### src/rtl/cpu_defs.sv
// Shared definitions for the SIMPLE RISC controller: state codes, opcode/ALU
// constants and writeback-select encodings.
package cpu_defs;

   localparam int unsigned StateMinW = 5;

   typedef enum logic [StateMinW-1:0] {
      StRst,
      StIf1,
      StIf2,
      StUpc,
      StDec,
      StMovi,
      StGetA,
      StGetB,
      StComp,
      StWr,
      StAddr,
      StMrd1,
      StMrd2,
      StWrm,
      StGetBs,
      StStw,
      StHalt
   } state_e;

   localparam logic [2:0] OP_MOV  = 3'b110;
   localparam logic [2:0] OP_ALU  = 3'b101;
   localparam logic [2:0] OP_LDR  = 3'b011;
   localparam logic [2:0] OP_STR  = 3'b100;
   localparam logic [2:0] OP_HALT = 3'b111;

   localparam logic [1:0] ALU_ADD = 2'b00;
   localparam logic [1:0] ALU_CMP = 2'b01;
   localparam logic [1:0] ALU_AND = 2'b10;
   localparam logic [1:0] ALU_MVN = 2'b11;

   localparam logic [3:0] VSEL_NONE  = 4'b0000;
   localparam logic [3:0] VSEL_C     = 4'b0001;
   localparam logic [3:0] VSEL_PC    = 4'b0010;
   localparam logic [3:0] VSEL_IMM8  = 4'b0100;
   localparam logic [3:0] VSEL_MDATA = 4'b1000;

endpackage

### src/rtl/instr_decoder.sv
// Purely combinational split of the instruction register into its fields and
// sign-extended immediates.
module instr_decoder (
   input  logic [15:0] ir_i,
   output logic [2:0]  opcode_o,
   output logic [1:0]  op_o,
   output logic [2:0]  rn_o,
   output logic [2:0]  rd_o,
   output logic [1:0]  sh_o,
   output logic [2:0]  rm_o,
   output logic [15:0] sximm5_o,
   output logic [15:0] sximm8_o
);

   assign opcode_o = ir_i[15:13];
   assign op_o     = ir_i[12:11];
   assign rn_o     = ir_i[10:8];
   assign rd_o     = ir_i[7:5];
   assign sh_o     = ir_i[4:3];
   assign rm_o     = ir_i[2:0];
   assign sximm5_o = {{11{ir_i[4]}}, ir_i[4:0]};
   assign sximm8_o = {{8{ir_i[7]}}, ir_i[7:0]};

endmodule

### src/rtl/control_fsm.sv
// Moore controller for the SIMPLE RISC datapath: fetch, decode and the
// per-opcode execute sequences, one instruction in flight.
module control_fsm
   import cpu_defs::*;
#(
   parameter int unsigned STATE_W = 5
) (
   input  logic        clk,
   input  logic        reset,
   input  logic [15:0] IRout,
   output logic        loadPC,
   output logic        loadIR,
   output logic        msel,
   output logic        mwrite,
   output logic        write,
   output logic [2:0]  writenum,
   output logic [2:0]  readnum,
   output logic [3:0]  vsel,
   output logic        asel,
   output logic        bsel,
   output logic [1:0]  shiftinput,
   output logic [1:0]  ALUop,
   output logic        loada,
   output logic        loadb,
   output logic        loadc,
   output logic        loads,
   output logic [15:0] sximm5,
   output logic [15:0] sximm8,
   output logic        halt
);

   logic [2:0] opcode, rn, rd, rm;
   logic [1:0] op, sh;

   logic [STATE_W-1:0] state_q, state_d;
   state_e             state, next;

   instr_decoder u_dec (
      .ir_i     (IRout),
      .opcode_o (opcode),
      .op_o     (op),
      .rn_o     (rn),
      .rd_o     (rd),
      .sh_o     (sh),
      .rm_o     (rm),
      .sximm5_o (sximm5),
      .sximm8_o (sximm8)
   );

   assign state   = state_e'(state_q[StateMinW-1:0]);
   assign state_d = STATE_W'(next);

   always_ff @(posedge clk or posedge reset) begin
      if (reset) begin
         state_q <= STATE_W'(StRst);
      end else begin
         state_q <= state_d;
      end
   end

   always_comb begin
      next = state;
      unique case (state)
         StRst:  next = StIf1;
         StIf1:  next = StIf2;
         StIf2:  next = StUpc;
         StUpc:  next = StDec;
         StDec: begin
            if (opcode == OP_MOV && op == 2'b10) begin
               next = StMovi;
            end else if (opcode == OP_MOV && op == 2'b00) begin
               next = StGetB;
            end else if (opcode == OP_ALU) begin
               next = (op == ALU_MVN) ? StGetB : StGetA;
            end else if ((opcode == OP_LDR || opcode == OP_STR) && op == 2'b00) begin
               next = StGetA;
            end else begin
               // OP_HALT and every undefined {opcode,op} land here
               next = StHalt;
            end
         end
         StMovi:  next = StIf1;
         StGetA:  next = (opcode == OP_ALU) ? StGetB : StAddr;
         StGetB:  next = StComp;
         StComp:  next = (opcode == OP_ALU && op == ALU_CMP) ? StIf1 : StWr;
         StWr:    next = StIf1;
         StAddr:  next = (opcode == OP_LDR) ? StMrd1 : StGetBs;
         StMrd1:  next = StMrd2;
         StMrd2:  next = StWrm;
         StWrm:   next = StIf1;
         StGetBs: next = StStw;
         StStw:   next = StIf1;
         StHalt:  next = StHalt;
         default: next = StRst;
      endcase
   end

   always_comb begin
      loadPC     = 1'b0;
      loadIR     = 1'b0;
      msel       = 1'b0;
      mwrite     = 1'b0;
      write      = 1'b0;
      writenum   = 3'b000;
      readnum    = 3'b000;
      vsel       = VSEL_NONE;
      asel       = 1'b0;
      bsel       = 1'b0;
      shiftinput = 2'b00;
      ALUop      = ALU_ADD;
      loada      = 1'b0;
      loadb      = 1'b0;
      loadc      = 1'b0;
      loads      = 1'b0;
      halt       = 1'b0;
      unique case (state)
         StIf2: loadIR = 1'b1;
         StUpc: loadPC = 1'b1;
         StMovi: begin
            write    = 1'b1;
            writenum = rn;
            vsel     = VSEL_IMM8;
         end
         StGetA: begin
            readnum = rn;
            loada   = 1'b1;
         end
         StGetB: begin
            readnum = rm;
            loadb   = 1'b1;
         end
         StComp: begin
            shiftinput = sh;
            loadc      = 1'b1;
            // MOV passes B through by adding it to a zeroed A; flags untouched
            if (opcode == OP_MOV) begin
               asel = 1'b1;
            end else begin
               ALUop = op;
               loads = 1'b1;
            end
         end
         StWr: begin
            write    = 1'b1;
            writenum = rd;
            vsel     = VSEL_C;
         end
         StAddr: begin
            bsel  = 1'b1;
            loadc = 1'b1;
         end
         StMrd1, StMrd2: msel = 1'b1;
         StWrm: begin
            msel     = 1'b1;
            write    = 1'b1;
            writenum = rd;
            vsel     = VSEL_MDATA;
         end
         StGetBs: begin
            readnum = rd;
            loadb   = 1'b1;
         end
         StStw: begin
            msel   = 1'b1;
            mwrite = 1'b1;
         end
         StHalt: halt = 1'b1;
         default: ;
      endcase
   end

endmodule

### config.mk
export PLATFORM = sky130hd
export DESIGN_NAME = control_fsm
export DESIGN_NICKNAME = d
export VERILOG_FILES = /design/src/rtl/cpu_defs.sv /design/src/rtl/instr_decoder.sv /design/src/rtl/control_fsm.sv
export SDC_FILE = /design/constraint.sdc
export NUM_CORES = 1
export LEC_CHECK = 0
export CORE_MARGIN = 10
export CORE_UTILIZATION = 33
export DETAILED_ROUTE_END_ITERATION = 6
export PLACE_DENSITY = 0.8
export SYNTH_ARGS = -nofsm -noshare
export SYNTH_HDL_FRONTEND = slang
export SYNTH_SLANG_ARGS = --single-unit
### constraint.sdc
create_clock -name clk -period 2.3 [get_ports clk]
set_input_delay 0.575 -clock clk [delete_from_list [all_inputs] [get_ports clk]]
set_output_delay 0.575 -clock clk [all_outputs]
set_load 0.005 [all_outputs]
Word-level counts from Yosys, hierarchy flattened:

Index checks and enable logic that the tools add are counted.

* div/mod/pow operators: 0
* multipliers: 0
* mux-type cells: 29
* reduce and logical (&&, ||, !) cells: 13
* bitwise operators: 0
* shift-type cells: 0
* $lt $le $gt $ge: 0
* $add $sub $neg: 0
* equality and inequality tests: 23

Operators with widths (number)
* $pmux 5 s13: 1
* $eq 5x4->1 const B: 8
* $eq 5x3->1 const B: 4
* $mux 5: 4
* $mux 1: 15
* $pmux 4 s3: 1
* $eq 5x2->1 const B: 2
* $eq 3x3->1 const B: 3
* $pmux 3 s3: 1
* $mux 4: 2
* $mux 2: 3
* $pmux 3 s2: 1
* $reduce_or 2->1: 3
* $eq 5x1->1 const B: 1
* $eq 5x5->1 const B: 1
* $logic_not 5->1: 1
* $reduce_or 5->1: 1
* $eq 2x2->1 const B: 2
* $logic_and 1x1->1: 4
* $reduce_or 4->1: 1
* $eq 3x2->1 const B: 1
* $mux 3: 1
* $reduce_or 3->1: 1
* $eq 2x1->1 const B: 1
* other kinds (2): 2

* bits in read-only memories: 0
* output and inout port bits: 58
* register bits: 5
* input port bits: 18
* bits in latches: 0
* memories kept: 0
* word-level logic and storage cells: 66
* RAM bits: 0

Logic depth before layout (Yosys ltp):

Gate-level depths: netlist (run 1).

* depth in word-level cells: 8
* gate-level depth with buffers: 5
* depth with buffers taken out: 4

Cells and area by module:

A second synthesis (run 1) with hierarchy kept.

* cell total of the unflattened synthesis: 149
* area total of the unflattened synthesis: 1079.8 um^2

Modules (own cells, without submodules)
* control_fsm: cells an instance 101, seq. area each 125.1 um^2, times used 1, area an instance 719.4 um^2
* instr_decoder: cells an instance 48, seq. area each 0.0 um^2, times used 1, area an instance 360.3 um^2

Worst setup path after synthesis (run 1):

Ideal clock, no wire load.

* path kind: register to output
* start: register state_q[4] (netlist: state[4])
* end: output port readnum[0]
* cell stages (with the launch flop): 6
* arrival: 1.249 ns
* setup slack: 0.476 ns
* data required time: 1.725 ns
* cells stage by stage: dfrtp_1 or2_1 buf_6 nor3_2 a22oi_1 nand2_1

* cells in the longest elaborated chain, start to end: 2

Ends and longest elaborated chain
* start, declared: line control_fsm.sv:35 `logic [STATE_W-1:0] state_q, state_d;`
* start signal, assigned: line control_fsm.sv:55 `state_q <= STATE_W'(StRst);`
* start signal, assigned: line control_fsm.sv:57 `state_q <= state_d;`
* $eq 5x4->1 or $eq 5x3->1 (tied branches): line control_fsm.sv:116 `unique case (state)`
* $pmux 3 s3 *: line control_fsm.sv:116
* end, declared: line control_fsm.sv:17 `output logic [2:0] readnum,`

Every way passes the cells marked *; elsewhere a longest branch is shown, timed or not.

Worst setup path in the final report (run 1):

* start: input port IRout[7]
* end: output port sximm8[15]

RTL lines
* start, declared: line control_fsm.sv:10 `input logic [15:0] IRout,`
* end, declared: line control_fsm.sv:28 `output logic [15:0] sximm8,`

No word-level cell between the ends.

==> results list, run 1 <==
- Number of max-slew violations in the final report: 0
- Clock root buffer: clkbuf_4
- Standby leakage power: 0.980 nW
- The critical path goes through clkdlybuf4s50_1 -> buf_4 -> clkdlybuf4s50_1.
- Summed over all instances, the cell type with the most area after synthesis is buf_4.
- The kind of cell with the highest combined delay along the critical path is buffers and inverters.
- Number of H-tree levels: 1
* Clock transition at the register clock pins on the worst setup and hold paths after CTS: 0.05 ns
- Largest incremental delay on the critical path: 0.52 ns
- Outcome: finished, final reports clean
- By area the synthesized netlist is led by buf_4 (26%), dfrtp_1 (13%), nor2_1 (5.4%).
- Share of final-layout standard cells stronger than drive strength 1: 29.7%
- The critical path contains buffers and inverters numbering 3 combined.
- After global routing the overflow that remains totals 0.
* Starting DRC count in detailed routing: 50
- Entering global routing, the biggest net connects 12 pins.
- Synthesis produced a netlist whose cell count is 139.
- TritonCTS built the clock tree.
- Synthesized area: 966 µm²
- Element type at the critical path start: input port
* Routability cong.: 0.809
- The register with the most flip-flops in the layout has 5 of them.
- Post-DRT Antenna Nets: 0
* Portion of synthesized cell area occupied by the leading cell type: 25.6%
- Detailed placement finished with a half-perimeter wire length of 2950 µm.
* Critical path's slowest cell: clkdlybuf4s50_1
- Post-Place Worst Slack: -0.270 ns
* Buffer depth of the longest clock path: 2
- Clock power share: 8.4%
* DRC violations left: 0
- The share of the Yosys chip area taken by registers is 13.0%.
- Die Outline Area: 5490 µm²
- The number of antenna diodes in the final layout is 0.
- The number of antenna violations at the first check in global routing came to 0.
- Classification of the worst setup path: in2out
* Synth cell types: 38
- Max cap viols: 0
- Dividing the detail-routed via count by the number of cells gives 5.00.
- The initial utilization of the core area, before any placement, comes to 34.7%.
- Leaving out fill and tap cells, the most frequent cells in the layout are clkdlybuf4s50_1 (42), buf_4 (31), nand2_1 (13), nor2_1 (13), dlymetal6s2s_1 (13).
- Number of enable-type register cells in the synthesized netlist: 0
- Between clock sinks in the finished design, the worst skew comes to 0.00190 ns.
- The finished layout holds 240 standard cells, fillers aside.
- Leaving out fill and tap cells, the most frequent cell in the layout is clkdlybuf4s50_1.
- Data on the critical path is required at its endpoint by 1.73 ns.
* Height of the die: 74.1 µm
- Total of endpoints with negative setup slack in the final report: 0
- Fillers: 242
* Combinational power share: 78.5%
* Placed cell areas: 1620 µm²
- For this run, the detailed router's first-pass iteration total came to 4.
- In the finished design, the share of the clock period the worst path needs comes to 98.8%.
* Average size of a mapped cell: 6.95 µm²
* Worst endpoint data arrival time: 1.70 ns
* Ys flop type: dfrtp_1
- During I/O placement, the number of pins put on the boundary was 76.
- First-pass GRT wire length: 5460 µm
* RSZ-0062 raised after global routing: yes
* Number of synthesis warnings: 0
- Area overhead of the layout relative to synthesis: 86.5%
* Post-detailed-routing wire length: 3780 µm
* Number of global-route vias before repair: 1211
* Row count: 19
* Setup slack of the critical path after layout: 0.0285 ns
- In the final routed layout, each cell accounts on average for 15.8 µm.
* Routed via count: 1201
* Power density relative to cell area: 713 nW/µm²
* Nets: 228
- Switching power: 561 µW
- During placement, the flow inserted port buffers numbering 74.
- Min Clock Period, post-route: 2.27 ns
* Flop and latch count out of synthesis: 5
- The finished cells cover 1800 µm².
- Internal: 724 µW
- In the synthesized netlist the async set-or-reset flop fraction comes to 100%.
* Worst voltage drop across the vdd grid: 0.483 mV
- Across every metal layer, demand over resource in global routing totals 12.0%.
- Worst-Skew Late Latency: 0.25 ns
- Sw frac: 43.7%
* Kind of capture point of the worst setup path: output pin
* Maximum fanout along the worst path: 11
- In this run the standard cell core region covers 2780 µm².
- From left edge to right edge, the die measures 74.1 µm.
- After detailed placement, the design holds a cell count of 226.
* Clock sink total: 5
- Syn_nets: 157
- Number of hold buffers added after cts: 0
- The total count of hold-check failures in the final report came to 0.
* CTS Buf Count: 3
* Part of the power in registers: 13.1%
- Cell type with the highest occurrence count on the critical path: clkdlybuf4s50_1
* Internal reg-to-reg setup slack: 0.69 ns
- Worst Hold Class: in2async
- Maximum clock frequency: 440 MHz
## synthesized netlist by cell type (2+ instances only)
library cell / n
and3_1: 2
a31o_2: 2
buf_2: 4
a21oi_1: 5
nor2_1: 14
nand3b_1: 3
nand2_1: 13
clkbuf_1: 2
and2_1: 3
dfrtp_1: 5
o21ai_0: 6
nor3_1: 4
nor3b_1: 2
nor2b_1: 4
nor4_1: 2
buf_4: 33
inv_1: 3
nand2b_1: 6
a22oi_1: 6
nand3_1: 2
## area by class of cell
type | count | area (µm²) | share of cell area [%]
well taps | 31 | 38.8 | 2.15
clock buffers | 3 | 22.5 | 1.25
multi-input cells | 91 | 614 | 34.1
repair buffers | 106 | 978 | 54.3
clock inverters | 1 | 5.00 | 0.278
inverters | 3 | 15.0 | 0.833
flip-flops and latches | 5 | 128 | 7.08
## worst paths after layout
path	startpoint	endpoint	cells after the start
min in group clk	state[4]	state[0]	2
worst min-delay path	reset	state[0]	2
worst max register to register	state[4]	state[4]	5
worst max-delay path	IRout[7]	sximm8[15]	3
worst min register to register	state[4]	state[0]	2
max in group asynchronous	reset	state[2]	2
## stage by stage
stage | TNS [ns] | util [%] | power (mW) | hold slack, ns
after floorplan | 0 | - | 0.616 | 0.354
after global placement | -1.79 | 58.4 | 1.01 | 0.649
after detailed placement | -2.29 | 58.4 | 1.02 | 0.644
after CTS | -0.440 | 61.8 | 1.21 | 0.528
after global routing | -0.0723 | 64.8 | 1.39 | 0.540
final | 0 | 64.8 | 1.28 | 0.518
## what timing repair did
| item | CTS | global route |
|---|---|---|
| buffers inserted | 5 | 6 |
| pin swaps | 3 | 2 |
| setup endpoints to repair | 34 | 18 |
| resized for setup | 46 | 23 |
## power groups by stage
stage               Combinational [mW]  Clock, mW  Sequential [mW]
floorplan                        0.477          0            0.139
global placement                 0.850          0            0.163
detailed placement               0.857          0            0.164
CTS                              0.930      0.108            0.170
global route                      1.09      0.119            0.172
finish                            1.01      0.108            0.168
## routing by layer
| metal | global-route usage (%) | wire length [µm] | up-vias |
|---|---|---|---|
| li1 | - | - | 592 |
| met2 | 22.1 | 1800 | 67 |
| met3 | 5.59 | 536 | 2 |
| met4 | 3.31 | 22 | 0 |
| met1 | 11.7 | 1430 | 540 |
| met5 | 0 | 0 | - |
## cell families (layout without fill, tap and decap cells)
kind of cell           count (synthesis)  in the layout  share of synthesized area, %
AOI/OAI and AO/OA                     27             27                          19.8
buffers and inverters                 43            113                          30.8
DFF                                    5              5                          13.0
other                                  1              1                         0.388
and+or+nand+nor                       63             63                          36.0
No activity file was read; power rests on OpenSTA's default activity.
==> run 2, diff against run 1 <==
--- a/config.mk
+++ b/config.mk
@@ -5,6 +5,7 @@
 export SDC_FILE = /design/constraint.sdc
 export NUM_CORES = 1
 export LEC_CHECK = 0
+export ABC_CLOCK_PERIOD_IN_PS = 2300
 export CORE_MARGIN = 10
 export CORE_UTILIZATION = 33
 export DETAILED_ROUTE_END_ITERATION = 6
==> results of run 2 <==
Same layout as run 1: the final DEF is identical, and so are final timing and power.
==> run 3, diff against run 2 <==
--- a/config.mk
+++ b/config.mk
@@ -9,7 +9,9 @@
 export CORE_MARGIN = 10
 export CORE_UTILIZATION = 33
 export DETAILED_ROUTE_END_ITERATION = 6
+export GPL_TIMING_DRIVEN = 0
 export PLACE_DENSITY = 0.8
 export SYNTH_ARGS = -nofsm -noshare
 export SYNTH_HDL_FRONTEND = slang
 export SYNTH_SLANG_ARGS = --single-unit
+export TNS_END_PERCENT = 1
==> run 3 against run 2 <==
The flow now finishes with violations (negative setup slack). Sequential power down 10%. Combinational power down 12%. Largest power group unchanged. Utilization increased by 1.4 points. Critical path depth grew 3. Setup slack lost 0.25 ns. Worst hold slack gained 0.012 ns.
==> results list, run 3 (synthesis results as in run 1) <==
* RSZ-0062 raised after global routing: yes
- Failing checks: negative setup slack
* Count of input and output buffers: 73
- Data on the critical path is required at its endpoint by 1.73 ns.
* Worst path cell trace: buf_6 -> or3b_4 -> nor2_4 -> a22oi_1 -> nand2_1 -> clkdlybuf4s50_1
- Kind of capture point of the worst setup path: output pin
- Largest incremental delay on the critical path: 0.50 ns
- Maximum fanout along the worst path: 10
- 0 antenna diodes ended up in the layout.
- Height of the die: 74.1 µm
- Counting every sink on the clock net gives 5.
* Combinational power share: 78.1%
* Die Outline Area: 5490 µm²
* Final clock period utilization by the worst path: 110%
- Once layout is complete, the cells apart from fillers number 250.
* Grt total ovfl: 0
- DPL Wire Length: 3000 µm
* Max FFs per register: 5
* Number of hold buffers added after cts: 0
* Worst voltage drop across the vdd grid: 0.597 mV
- Max cap viols: 0
- Placed cell areas: 1740 µm²
- Setup violations remaining at the end of the flow were counted as 3.
* Clock Skew: 0.00322 ns
- Once the floorplan was initialized, standard cells occupied 34.7% of the core.
* Core occupancy in the finished layout: 66.2%
- Placed Cells: 243
* Final number of hold-violating endpoints: 0
- Clock root buffer: clkbuf_4
* Critical path's slowest cell: clkdlybuf4s50_1
* Routed via count: 1246
* GR Util All Layers: 12.1%
- For this design the top-level I/O count stands at 76.
- In this run the power density over the cells is 617 nW/µm².
* Total Negative Setup Slacks: -0.445 ns
- The first global-routing pass estimated 5580 µm of wire.
* Worst-Skew Late Latency: 0.24 ns
- For this run, the top clock speed supported by timing is 396 MHz.
* Element type at the critical path start: flip-flop
* Sw frac: 45.3%
- Power after layout: 1.14 mW
- The flow ran to the end, but the final reports show violations.
- For this run, design rule violations remaining after detail routing come to 0.
- Fin Hold WS: 0.530 ns
- CTS Buf Count: 3
- Setup slack of the critical path after layout: -0.225 ns
- Starting DRC count in detailed routing: 42
- The initialized floorplan defines 19 standard-cell rows.
- The number of antenna violations at the first check in global routing came to 0.
- CTS built an H-tree with a depth of 1.
* Clock power share: 8.6%
- CTS tree: done
- Internal power comes to 622 µW.
* Post-DRT Antenna Nets: 0
* Part of the power in registers: 13.3%
- The library cell used most frequently in the layout, excluding fill and tap cells, is clkdlybuf4s50_1.
- For the worst setup path, the data arrival time is 1.95 ns.
- The via count of the first global-routing pass came to 1230.
- Clock-pin slew was measured on the worst setup and hold paths at 0.04 ns.
- Before CTS, the worst setup slack after placement is -0.376 ns.
* Die extent in x: 74.1 µm
- Post-detailed-routing wire length: 3670 µm
- The analysis attributes to net switching a power of 515 µW.
- The top cell types in the final layout, fill and taps aside, are clkdlybuf4s50_1 (44), buf_4 (37), nand2_1 (13), dlygate4sd2_1 (13), nor2_1 (12).
* Worst Hold Class: in2async
- For this design the static power due to leakage is 0.976 nW.
- Summing all non-filler instances in the final layout gives an area of 1840 µm².
- Relative to the synthesized area, the layout overhead comes to 90.7%.
- Entering global routing, the biggest net connects 15 pins.
* Routability cong.: 0.933
- Classification of the worst setup path: reg2out
* Share of final-layout standard cells stronger than drive strength 1: 29.7%
- Buffer depth of the longest clock path: 2
* Average vias per placed instance: 4.98
- Number of max-slew violations in the final report: 0
* Post-DR wirelength/cell: 14.7 µm
- The final layout contains 238 nets.
- Core region area: 2780 µm²
- Min Clock Period, post-route: 2.52 ns
- 1st-pass router iterations: 4
[run 3: what timing repair did]
action | CTS | global route
hold endpoints to repair | 0 | 0
pin swaps | 5 | 2
gates resized for setup | 40 | 21
buffers inserted | 2 | 1
setup endpoints to repair | 47 | 33
[run 3: layer usage]
layer	global-route usage (%)	wire length (µm)	vias to the layer above
met5	0	0	-
met4	2.07	24	0
met3	7.58	623	3
met2	20.2	1640	77
met1	13.0	1370	554
li1	-	-	612
[run 3: power groups by stage]
stage / Sequential, mW / Clock [mW] / Combinational, mW
floorplan: 0.139 / 0 / 0.477
global placement: 0.144 / 0 / 0.799
detailed placement: 0.147 / 0 / 0.811
CTS: 0.147 / 0.102 / 0.880
global route: 0.155 / 0.108 / 0.969
finish: 0.151 / 0.0978 / 0.888
[run 3: path summary, 6_finish.rpt]
path	start	end	slack, ns	depth (start not counted)
worst max-delay path	state[0]	readnum[2]	-0.22	6
worst min-delay path	reset	state[3]	0.53	2
worst max register to register	state[4]	state[3]	0.76	6
worst min register to register	state[4]	state[0]	0.66	2
max in group asynchronous	reset	state[4]	1.59	2
min in group clk	state[4]	state[0]	0.66	2
[run 3: critical path, delay by kind of cell (launching register included)]
kind                   cells  cell delay (ns)
and+or+nand+nor            3             0.62
AOI/OAI and AO/OA          1             0.07
buffers and inverters      2             0.65
DFF                        1             0.38
[run 3: area by class of cell]
class                   instances  area, µm²
repair buffers                 76        742
clock buffers                   4       26.3
fillers                       238        940
plain buffers                  40        313
inverters                       3       13.8
flip-flops and latches          5        126
well taps                      31       38.8
multi-input cells              91        582
